===== src/rtl/branch_pkg.sv =====
// Shared encodings for the branch resolve unit: funct3 selects, branch kinds,
// FSM state codes and the captured comparator flag bundle.
package branch_pkg;

    localparam logic [2:0] F3_BEQ  = 3'b000;
    localparam logic [2:0] F3_BNE  = 3'b001;
    localparam logic [2:0] F3_BLT  = 3'b100;
    localparam logic [2:0] F3_BGE  = 3'b101;
    localparam logic [2:0] F3_BLTU = 3'b110;
    localparam logic [2:0] F3_BGEU = 3'b111;

    localparam logic [1:0] KIND_COND = 2'b00;
    localparam logic [1:0] KIND_JAL  = 2'b01;
    localparam logic [1:0] KIND_JALR = 2'b10;

    typedef logic [1:0] br_state_t;

    localparam br_state_t ST_IDLE     = 2'd0;
    localparam br_state_t ST_EVAL     = 2'd1;
    localparam br_state_t ST_REDIRECT = 2'd2;

    typedef struct packed {
        logic beq;
        logic bne;
        logic blt;
        logic bge;
        logic bltu;
        logic bgeu;
    } br_flags_t;

endpackage


===== src/rtl/branch_resolve_unit_if.sv =====
// Branch offer from execute plus the redirect handshake towards fetch.
interface branch_resolve_unit_if #(
    parameter int unsigned XLEN = 32
);
    logic            br_valid_i;
    logic            br_ready_o;
    logic [1:0]      br_kind_i;
    logic [2:0]      br_funct3_i;
    logic [XLEN-1:0] br_pc_i;
    logic [XLEN-1:0] br_imm_i;
    logic [XLEN-1:0] br_rs1_i;
    logic            br_pred_taken_i;
    logic            beq_i;
    logic            bne_i;
    logic            blt_i;
    logic            bge_i;
    logic            bltu_i;
    logic            bgeu_i;
    logic            redir_valid_o;
    logic            redir_ready_i;
    logic [XLEN-1:0] redir_pc_o;

    modport master (
        output br_valid_i, br_kind_i, br_funct3_i, br_pc_i, br_imm_i, br_rs1_i,
               br_pred_taken_i, beq_i, bne_i, blt_i, bge_i, bltu_i, bgeu_i, redir_ready_i,
        input  br_ready_o, redir_valid_o, redir_pc_o
    );

    modport slave (
        input  br_valid_i, br_kind_i, br_funct3_i, br_pc_i, br_imm_i, br_rs1_i,
               br_pred_taken_i, beq_i, bne_i, blt_i, bge_i, bltu_i, bgeu_i, redir_ready_i,
        output br_ready_o, redir_valid_o, redir_pc_o
    );

endinterface


===== src/rtl/branch_cond_sel.sv =====
// Combinational funct3 mux over the comparator flags; flags unused encodings
// 010/011 as illegal.
module branch_cond_sel
    import branch_pkg::*;
(
    input  logic [2:0] funct3,
    input  br_flags_t  flags,
    output logic       taken,
    output logic       illegal
);

    always_comb begin
        taken   = 1'b0;
        illegal = 1'b0;
        unique case (funct3)
            F3_BEQ:  taken = flags.beq;
            F3_BNE:  taken = flags.bne;
            F3_BLT:  taken = flags.blt;
            F3_BGE:  taken = flags.bge;
            F3_BLTU: taken = flags.bltu;
            F3_BGEU: taken = flags.bgeu;
            default: illegal = 1'b1;
        endcase
    end

endmodule


===== src/rtl/branch_resolve_unit.sv =====
// Resolves one captured branch per EVAL cycle: picks the taken flag, computes the
// real next PC, flushes and redirects fetch on a mispredict, and counts branches.
module branch_resolve_unit
    import branch_pkg::*;
#(
    parameter int unsigned XLEN  = 32,
    parameter int unsigned CNT_W = 32
) (
    input  logic                 clk,
    input  logic                 rst_n,
    branch_resolve_unit_if.slave bus,
    output logic                 flush_o,
    output logic                 link_valid_o,
    output logic [XLEN-1:0]      link_data_o,
    output logic                 illegal_o,
    output logic [CNT_W-1:0]     br_count_o,
    output logic [CNT_W-1:0]     mispred_count_o
);

    localparam logic [XLEN-1:0]  PC_STEP = XLEN'(4);
    localparam logic [CNT_W-1:0] CNT_ONE = CNT_W'(1);

    br_state_t       state_q, state_d;
    logic            capture;

    logic [1:0]      kind_q;
    logic [2:0]      funct3_q;
    logic [XLEN-1:0] pc_q, imm_q, rs1_q;
    logic            pred_q;
    br_flags_t       flags_q;

    logic             ready_q, ready_d;
    logic             redir_valid_q, redir_valid_d;
    logic [XLEN-1:0]  redir_pc_q, redir_pc_d;
    logic             flush_q, flush_d;
    logic             link_valid_q, link_valid_d;
    logic [XLEN-1:0]  link_data_q, link_data_d;
    logic             illegal_q, illegal_d;
    logic [CNT_W-1:0] br_cnt_q, br_cnt_d;
    logic [CNT_W-1:0] mis_cnt_q, mis_cnt_d;

    logic            cond_taken, cond_illegal;
    logic            is_cond, is_jal, is_jalr;
    logic            br_illegal, br_taken, br_mispred;
    logic [XLEN-1:0] pc_plus4, jalr_sum, target, actual_pc;

    branch_cond_sel u_cond_sel (
        .funct3  (funct3_q),
        .flags   (flags_q),
        .taken   (cond_taken),
        .illegal (cond_illegal)
    );

    always_comb begin
        is_cond    = (kind_q == KIND_COND);
        is_jal     = (kind_q == KIND_JAL);
        is_jalr    = (kind_q == KIND_JALR);
        br_illegal = !(is_cond || is_jal || is_jalr) || (is_cond && cond_illegal);
        br_taken   = is_cond ? cond_taken : 1'b1;
        pc_plus4   = pc_q + PC_STEP;
        jalr_sum   = rs1_q + imm_q;
        target     = is_jalr ? {jalr_sum[XLEN-1:1], 1'b0} : (pc_q + imm_q);
        actual_pc  = br_taken ? target : pc_plus4;
        // JALR targets are never predicted, so they always redirect.
        br_mispred = is_jalr || (br_taken != pred_q);
    end

    always_comb begin
        state_d       = state_q;
        capture       = 1'b0;
        ready_d       = ready_q;
        redir_valid_d = redir_valid_q;
        redir_pc_d    = redir_pc_q;
        flush_d       = 1'b0;
        link_valid_d  = 1'b0;
        link_data_d   = link_data_q;
        illegal_d     = 1'b0;
        br_cnt_d      = br_cnt_q;
        mis_cnt_d     = mis_cnt_q;
        case (state_q)
            ST_IDLE: begin
                ready_d = 1'b1;
                if (bus.br_valid_i && ready_q) begin
                    capture = 1'b1;
                    ready_d = 1'b0;
                    state_d = ST_EVAL;
                end
            end
            ST_EVAL: begin
                if (br_illegal) begin
                    illegal_d = 1'b1;
                    ready_d   = 1'b1;
                    state_d   = ST_IDLE;
                end else begin
                    br_cnt_d = br_cnt_q + CNT_ONE;
                    if (is_jal || is_jalr) begin
                        link_valid_d = 1'b1;
                        link_data_d  = pc_plus4;
                    end
                    if (br_mispred) begin
                        flush_d       = 1'b1;
                        mis_cnt_d     = mis_cnt_q + CNT_ONE;
                        redir_valid_d = 1'b1;
                        redir_pc_d    = actual_pc;
                        state_d       = ST_REDIRECT;
                    end else begin
                        ready_d = 1'b1;
                        state_d = ST_IDLE;
                    end
                end
            end
            ST_REDIRECT: begin
                if (bus.redir_ready_i) begin
                    redir_valid_d = 1'b0;
                    ready_d       = 1'b1;
                    state_d       = ST_IDLE;
                end
            end
            default: begin
                redir_valid_d = 1'b0;
                ready_d       = 1'b1;
                state_d       = ST_IDLE;
            end
        endcase
    end

    always_ff @(posedge clk or negedge rst_n) begin
        if (!rst_n) begin
            state_q       <= ST_IDLE;
            ready_q       <= 1'b0;
            redir_valid_q <= 1'b0;
            redir_pc_q    <= '0;
            flush_q       <= 1'b0;
            link_valid_q  <= 1'b0;
            link_data_q   <= '0;
            illegal_q     <= 1'b0;
            br_cnt_q      <= '0;
            mis_cnt_q     <= '0;
        end else begin
            state_q       <= state_d;
            ready_q       <= ready_d;
            redir_valid_q <= redir_valid_d;
            redir_pc_q    <= redir_pc_d;
            flush_q       <= flush_d;
            link_valid_q  <= link_valid_d;
            link_data_q   <= link_data_d;
            illegal_q     <= illegal_d;
            br_cnt_q      <= br_cnt_d;
            mis_cnt_q     <= mis_cnt_d;
        end
    end

    always_ff @(posedge clk or negedge rst_n) begin
        if (!rst_n) begin
            kind_q   <= KIND_COND;
            funct3_q <= F3_BEQ;
            pc_q     <= '0;
            imm_q    <= '0;
            rs1_q    <= '0;
            pred_q   <= 1'b0;
            flags_q  <= '0;
        end else if (capture) begin
            kind_q   <= bus.br_kind_i;
            funct3_q <= bus.br_funct3_i;
            pc_q     <= bus.br_pc_i;
            imm_q    <= bus.br_imm_i;
            rs1_q    <= bus.br_rs1_i;
            pred_q   <= bus.br_pred_taken_i;
            flags_q  <= {bus.beq_i, bus.bne_i, bus.blt_i, bus.bge_i, bus.bltu_i, bus.bgeu_i};
        end
    end

    assign bus.br_ready_o    = ready_q;
    assign bus.redir_valid_o = redir_valid_q;
    assign bus.redir_pc_o    = redir_pc_q;
    assign flush_o           = flush_q;
    assign link_valid_o      = link_valid_q;
    assign link_data_o       = link_data_q;
    assign illegal_o         = illegal_q;
    assign br_count_o        = br_cnt_q;
    assign mispred_count_o   = mis_cnt_q;

endmodule


===== src/flat_wrapper.sv =====
// flat-port wrapper written by rule: the top's interface ports become plain ports
module branch_resolve_unit_flat import branch_pkg::*;
#(
    parameter int unsigned XLEN  = 32,
    parameter int unsigned CNT_W = 32
)
  (clk, rst_n, flush_o, link_valid_o, link_data_o, illegal_o, br_count_o, mispred_count_o, bus_br_valid_i, bus_br_kind_i, bus_br_funct3_i, bus_br_pc_i, bus_br_imm_i, bus_br_rs1_i, bus_br_pred_taken_i, bus_beq_i, bus_bne_i, bus_blt_i, bus_bge_i, bus_bltu_i, bus_bgeu_i, bus_redir_ready_i, bus_br_ready_o, bus_redir_valid_o, bus_redir_pc_o);
  branch_resolve_unit_if #(.XLEN(XLEN)) bus_i ();
  input  logic clk;
  input  logic rst_n;
  output logic flush_o;
  output logic link_valid_o;
  output logic [XLEN-1:0] link_data_o;
  output logic illegal_o;
  output logic [CNT_W-1:0] br_count_o;
  output logic [CNT_W-1:0] mispred_count_o;
  input wire logic [$bits(bus_i.br_valid_i)-1:0] bus_br_valid_i;
  input wire logic [$bits(bus_i.br_kind_i)-1:0] bus_br_kind_i;
  input wire logic [$bits(bus_i.br_funct3_i)-1:0] bus_br_funct3_i;
  input wire logic [$bits(bus_i.br_pc_i)-1:0] bus_br_pc_i;
  input wire logic [$bits(bus_i.br_imm_i)-1:0] bus_br_imm_i;
  input wire logic [$bits(bus_i.br_rs1_i)-1:0] bus_br_rs1_i;
  input wire logic [$bits(bus_i.br_pred_taken_i)-1:0] bus_br_pred_taken_i;
  input wire logic [$bits(bus_i.beq_i)-1:0] bus_beq_i;
  input wire logic [$bits(bus_i.bne_i)-1:0] bus_bne_i;
  input wire logic [$bits(bus_i.blt_i)-1:0] bus_blt_i;
  input wire logic [$bits(bus_i.bge_i)-1:0] bus_bge_i;
  input wire logic [$bits(bus_i.bltu_i)-1:0] bus_bltu_i;
  input wire logic [$bits(bus_i.bgeu_i)-1:0] bus_bgeu_i;
  input wire logic [$bits(bus_i.redir_ready_i)-1:0] bus_redir_ready_i;
  output wire logic [$bits(bus_i.br_ready_o)-1:0] bus_br_ready_o;
  output wire logic [$bits(bus_i.redir_valid_o)-1:0] bus_redir_valid_o;
  output wire logic [$bits(bus_i.redir_pc_o)-1:0] bus_redir_pc_o;
  assign bus_i.br_valid_i = bus_br_valid_i;
  assign bus_i.br_kind_i = bus_br_kind_i;
  assign bus_i.br_funct3_i = bus_br_funct3_i;
  assign bus_i.br_pc_i = bus_br_pc_i;
  assign bus_i.br_imm_i = bus_br_imm_i;
  assign bus_i.br_rs1_i = bus_br_rs1_i;
  assign bus_i.br_pred_taken_i = bus_br_pred_taken_i;
  assign bus_i.beq_i = bus_beq_i;
  assign bus_i.bne_i = bus_bne_i;
  assign bus_i.blt_i = bus_blt_i;
  assign bus_i.bge_i = bus_bge_i;
  assign bus_i.bltu_i = bus_bltu_i;
  assign bus_i.bgeu_i = bus_bgeu_i;
  assign bus_i.redir_ready_i = bus_redir_ready_i;
  assign bus_br_ready_o = bus_i.br_ready_o;
  assign bus_redir_valid_o = bus_i.redir_valid_o;
  assign bus_redir_pc_o = bus_i.redir_pc_o;
  branch_resolve_unit #(.XLEN(XLEN), .CNT_W(CNT_W)) u_core (.clk(clk), .rst_n(rst_n), .bus(bus_i), .flush_o(flush_o), .link_valid_o(link_valid_o), .link_data_o(link_data_o), .illegal_o(illegal_o), .br_count_o(br_count_o), .mispred_count_o(mispred_count_o));
endmodule

===== config.mk =====
export PLATFORM = sky130hd
export DESIGN_NAME = branch_resolve_unit_flat
export DESIGN_NICKNAME = d
export VERILOG_FILES = /design/src/rtl/branch_pkg.sv /design/src/rtl/branch_resolve_unit_if.sv /design/src/rtl/branch_cond_sel.sv /design/src/rtl/branch_resolve_unit.sv /design/src/flat_wrapper.sv
export SDC_FILE = /design/constraint.sdc
export NUM_CORES = 1
export LEC_CHECK = 0
export CORE_MARGIN = 2
export CORE_UTILIZATION = 25
export DETAILED_ROUTE_END_ITERATION = 10
export GPL_TIMING_DRIVEN = 0
export HOLD_SLACK_MARGIN = 0.05
export PLACE_DENSITY = 0.41
export SLEW_MARGIN = 25
export SYNTH_ARGS = -nofsm -noshare
export SYNTH_HDL_FRONTEND = slang
export SYNTH_SLANG_ARGS = --single-unit

===== constraint.sdc =====
create_clock -name clk -period 4.3 [get_ports clk]
set_input_delay 0.43 -clock clk [delete_from_list [all_inputs] [get_ports clk]]
set_output_delay 0.43 -clock clk [all_outputs]
set_load 0.02 [all_outputs]

After elaboration in Yosys (flattened, before gate mapping):

Cells that the tools add are included.

* eq/ne operators: 15
* reduce and logical (&&, ||, !) cells: 18
* add/subtract/negate cells: 5
* divide/modulo/power cells: 0
* bitwise operators: 2
* $mul: 0
* magnitude comparators: 0
* shifts and indexed selects: 0
* muxes and demuxes: 29

Operator list (count)
* $add A32 B1 Y32 const B: 2
* $add A32 B32 Y32: 2
* $mux W32: 2
* $add A32 B3 Y32 const B: 1
* $mux W1: 19
* $eq A3 B3 Y1 const B: 4
* $mux W2: 4
* $pmux W1 S3: 2
* $pmux W1 S6: 1
* $pmux W2 S3: 1
* $reduce_and A2 Y1: 3
* $reduce_and A3 Y1: 2
* $reduce_or A6 Y1: 1
* $logic_or A1 B1 Y1: 5
* $eq A2 B1 Y1 const B: 2
* $eq A2 B2 Y1 const B: 2
* $logic_not A2 Y1: 2
* $ne A2 B1 Y1 const B: 2
* $ne A2 B2 Y1 const B: 2
* $reduce_and A4 Y1: 1
* $eq A3 B1 Y1 const B: 1
* $logic_not A3 Y1: 1
* $ne A3 B2 Y1 const B: 1
* $logic_and A1 B1 Y1: 2
* 3 further kinds: 4

* memories kept: 0
* latch bits: 0
* flip-flop bits (word level): 243
* memory bits (read-only): 0
* output and inout port bits: 133
* RAM bits: 0
* word-level logic and storage cells: 91

Logic depth before layout (Yosys ltp):

* depth in word-level cells: 8
* gate-level depth with buffers: 11
* mapped depth without buffers: 11

Cells and area by module:

From an unflattened synthesis, not the netlist that was laid out.

* cells, all modules: 1336
* area, all modules: 13615.6 um2

By module, submodules not included
* branch_resolve_unit: cells an instance 1331, area each 13563.0 um2, instances 1
* branch_cond_sel: cells an instance 5, area each 52.6 um2, instances 1

Worst setup path after synthesis:

No wires, ideal clock.

* path type: register to register
* start point: register u_core.pc_q[0]
* end point: register u_core.redir_pc_q[26] (netlist: u_core.bus.redir_pc_o[26])
* period minus slack after synthesis: 3.050 ns
* arrival time: 2.924 ns
* cell stages (with the launch flop): 12
* path slack: 1.250 ns
* data required time: 4.174 ns
* cells stage by stage: dfrtp_1 > ha_1 > fa_1 > a211oi_1 > nor4_1 > nor4_2 > o21ai_1 > a311o_1 > xor2_1 > nor2_1 > a21oi_1 > a221o_1

* longest elaborated chain between the ends: 3
* elaborated cells on any way between the ends: 4
* classes of those cells: add/sub: 2; mux: 2

RTL lines
* start: declaration: RTL line branch_resolve_unit.sv:28 `logic [XLEN-1:0] pc_q, imm_q, rs1_q;`
* start signal: assignment: RTL line branch_resolve_unit.sv:165 `pc_q <= bus.br_pc_i;`
* $add A32 B32 Y32: RTL line branch_resolve_unit.sv:62 `target = is_jalr ? {jalr_sum[XLEN-1:1], 1'b0} : (pc_q + imm_q);`
* $mux W32: RTL line branch_resolve_unit.sv:62
* $mux W32 (*): RTL line branch_resolve_unit.sv:63 `actual_pc = br_taken ? target : pc_plus4;`
* end signal: assignment: RTL line branch_resolve_unit.sv:143 `redir_pc_q <= redir_pc_d;`
* end: declaration: RTL line branch_resolve_unit.sv:34 `logic [XLEN-1:0] redir_pc_q, redir_pc_d;`

Mark *: on every way between the ends. The rest lies on a longest branch, timed or not.
A chain may end at the register's enable or synchronous reset.

Final worst setup path:

Same ends and word-level chain as after synthesis.

==> results.tsv <==
metric	value	unit
cts_sinks	243	
first_pass_iters	6	
synth_edf_count	0	
ff2ff_setup_slack	240	ps
hold_path.class	input pin to asynchronous set/reset pin	
vias_per_cell	4.83	
ant_nets	0	
cts_buffer_depth	3	
crit_path_start_kind	flop	
required	4730	ps
hold-worst-slack	377	ps
ys_warn_count	0	
async_flop_share	1.00	
cp.arrival	4490	ps
synth_common_cells	243 x dfrtp_1, 157 x nand2_1, 107 x mux2_2	
grt_pass1_wl	75700	um
path_max_fanout	5	
cts_tree	yes	
num-fill-cells	5534	
die-area	0.0566	sq mm
maxCapViolations	0	
synth-seq-area-share	0.444	
p_switching	7.99	mW
cp-end-kind	flop	
drtIter0Drc	679	
power.density	936	mW/mm^2
fmax	246	MHz
grt_max_degree	72	
synth-main-ff-cell	dfrtp_1	
antenna_found_initial	2	
r2r-start	u_core.pc_q[0]	
dp.cells	2299	
cts_buffers	34	
slew_headroom	0.340	
pwr-share-clk	0.176	
crit_type	flop to flop	
ios	245	
cts_root_buf	clkbuf_16	
routed_wirelength	50700	um
synthToLayoutAreaGrowth	33.8	%
seqCellArea	0.00608	sq mm
dr_wl_met3	2520	um
fin_skew	25.9	ps
rsz0062_at_grt	no	
die_y	238	um
hpwl	38800	um
yosysUniqueCellTypes	69	
maxSlewViolCount	0	
grt-ovfl-total	0	
startpoint	u_core.pc_q[0]	
synth_most_common_cell	dfrtp_1	
min_period	4060	ps
swShare	0.466	
drc_errors	0	
num_rows	85	
grt_use_total	0.179	
core_region_area	0.0539	sq mm
gp_congestion	0.854	
post-place-ws	183	ps
wl_met2	23300	um
die_w	238	um
synth_area_leaders	dfrtp_1 44%, mux2_2 8.8%, ha_1 6.1%	
wl_per_cell	21.5	um
syn_inst	1356	
layoutNonFillerInstCount	2361	
netlist_area	0.0137	sq mm
setup_slack	242	ps
r2r.worst_path.cells	11	
synth_largest_area_cell	dfrtp_1	
yosysTopAreaCellShare	0.444	
status	finished clean	
syn_avg_cell_area	10.1	sq um
final_net_count	1821	
wl_met1	23800	um
timing.rr.end	u_core.bus.redir_pc_o[26]	
ys_ff_latch	243	
clkTransAtPathRegs	60	ps
initial_core_util	0.254	
power_leakage	7.71	nW
seq_power_share	0.242	
cts.htree.levels	2	
comb_power_share	0.582	
portBuffers	244	
critPathCapture	u_core.bus.redir_pc_o[26]	
clk_latency	550	ps
vias	11400	
hold_viol_final	0	
fin_crit_sh	0.944	
multiInputGateArea	0.00734	sq mm
syn_nets	1537	
ir_drop	329	uV
diodes	0	
top_layer_used	met5	
final-setup-viol-count	0	
grt_pass1_vias	11800	
worst_slew_pin_slew	990	ps
drive_gt1_frac	0.114	
intPower	9.15	mW
[per-stage QoR]
stage,instance area [sq um],TNS (ps),power [mW],util
final,18300,0,17.1,0.340
after global routing,18300,0,18.5,0.340
after CTS,18300,0,17.3,0.339
after detailed placement,17100,0,14.2,0.317
after global placement,17000,-2113550,14.1,0.315
after floorplan,13700,0,10.5,-
[worst min path at each step]
stage,start,to
global route,rst_n,u_core.br_count_o[15]
floorplan,rst_n,u_core.br_count_o[0]
global placement,u_core.mispred_count_o[31],u_core.mispred_count_o[31]
CTS,rst_n,u_core.br_count_o[14]
finish,rst_n,u_core.br_count_o[13]
detailed placement,rst_n,u_core.br_count_o[14]
[routing by layer]
layer,global-route usage,vias to the layer above
met5,0,-
met4,0.0492,2
met3,0.0304,60
met2,0.291,301
met1,0.245,5566
li1,-,5471
[critical path, stage by stage, from the launching register on]
cell and delay (ps):
dfrtp_1 430, ha_1 250, fa_1 440, a211oi_1 570, nor4_1 190, nor4_2 690
o21ai_1 290, a311o_1 380, xor2_1 140, nor2_1 110, a21oi_1 80, a221o_1 360
[area by class of cell]
cell class	instances	share of cell area
Timing Repair Buffer	248	0.139
Inverter	19	0.00390
Clock buffer	47	0.0547
Tap cell	696	0.0476
Buffer	49	0.0110
Multi-Input combinational cell	1045	0.401
Clock inverter	14	0.0112
Sequential cell	243	0.332
[power by group through the flow]
stage	Sequential, mW	Clock (mW)	Combinational (mW)
finish	4.14	3.02	9.98
global route	4.29	3.22	11.0
CTS	4.19	3.12	10.0
detailed placement	4.21	0	9.95
global placement	4.19	0	9.95
floorplan	4.16	0	6.36
[state kept, by name, summed over array words and instances (netlist names), 2 cells and up]
| name | flops |
|---|---|
| u_core.funct3_q | 3 |
| u_core.kind_q | 2 |
| u_core.mispred_count_o | 32 |
| u_core.bus.redir_pc_o | 32 |
| u_core.flags_q | 6 |
| u_core.state_q | 2 |
| u_core.br_count_o | 32 |
| u_core.link_data_o | 32 |
| u_core.pc_q | 32 |
| u_core.imm_q | 32 |
| u_core.rs1_q | 32 |
[cells in the final DEF, fill, tap and decap left out, types with 6 or more instances in the layout]
master             n
a211oi_1          14
a21o_1            40
a21oi_1           86
a22o_1             7
a31oi_1           11
and2_1             7
and3_1            31
and4_1             7
clkbuf_1          44
clkbuf_16         35
clkbuf_8           8
clkdlybuf4s50_1  243
dfrtp_1          243
ha_1              67
inv_1             19
mux2_2           107
nand2_1          157
nand2b_1           9
nand3_1           54
nand4_1           26
nor2_1            69
nor2b_1            7
nor3_1            23
o211ai_1           7
o21ai_0           83
o21bai_1           7
or3_1              6
xnor2_1           84
xor2_1            57
[timing repair]
item,4_1_cts,5_1_grt
endpoints found under the hold margin,48,0
gates resized for setup,0,2
hold buffers,1,0
buffers inserted,0,0
endpoints found under the setup margin,0,1
[kinds of logic after synthesis]
family                   synth area share
AO/OA/AOI/OAI                       0.144
XOR/XNOR                           0.0903
adder cells (fa/ha/maj)            0.0642
buffers and inverters              0.0198
flip-flops                          0.444
multiplexers                       0.0919
AND/OR/NAND/NOR                     0.146
No activity file was read; power rests on OpenSTA's default activity.
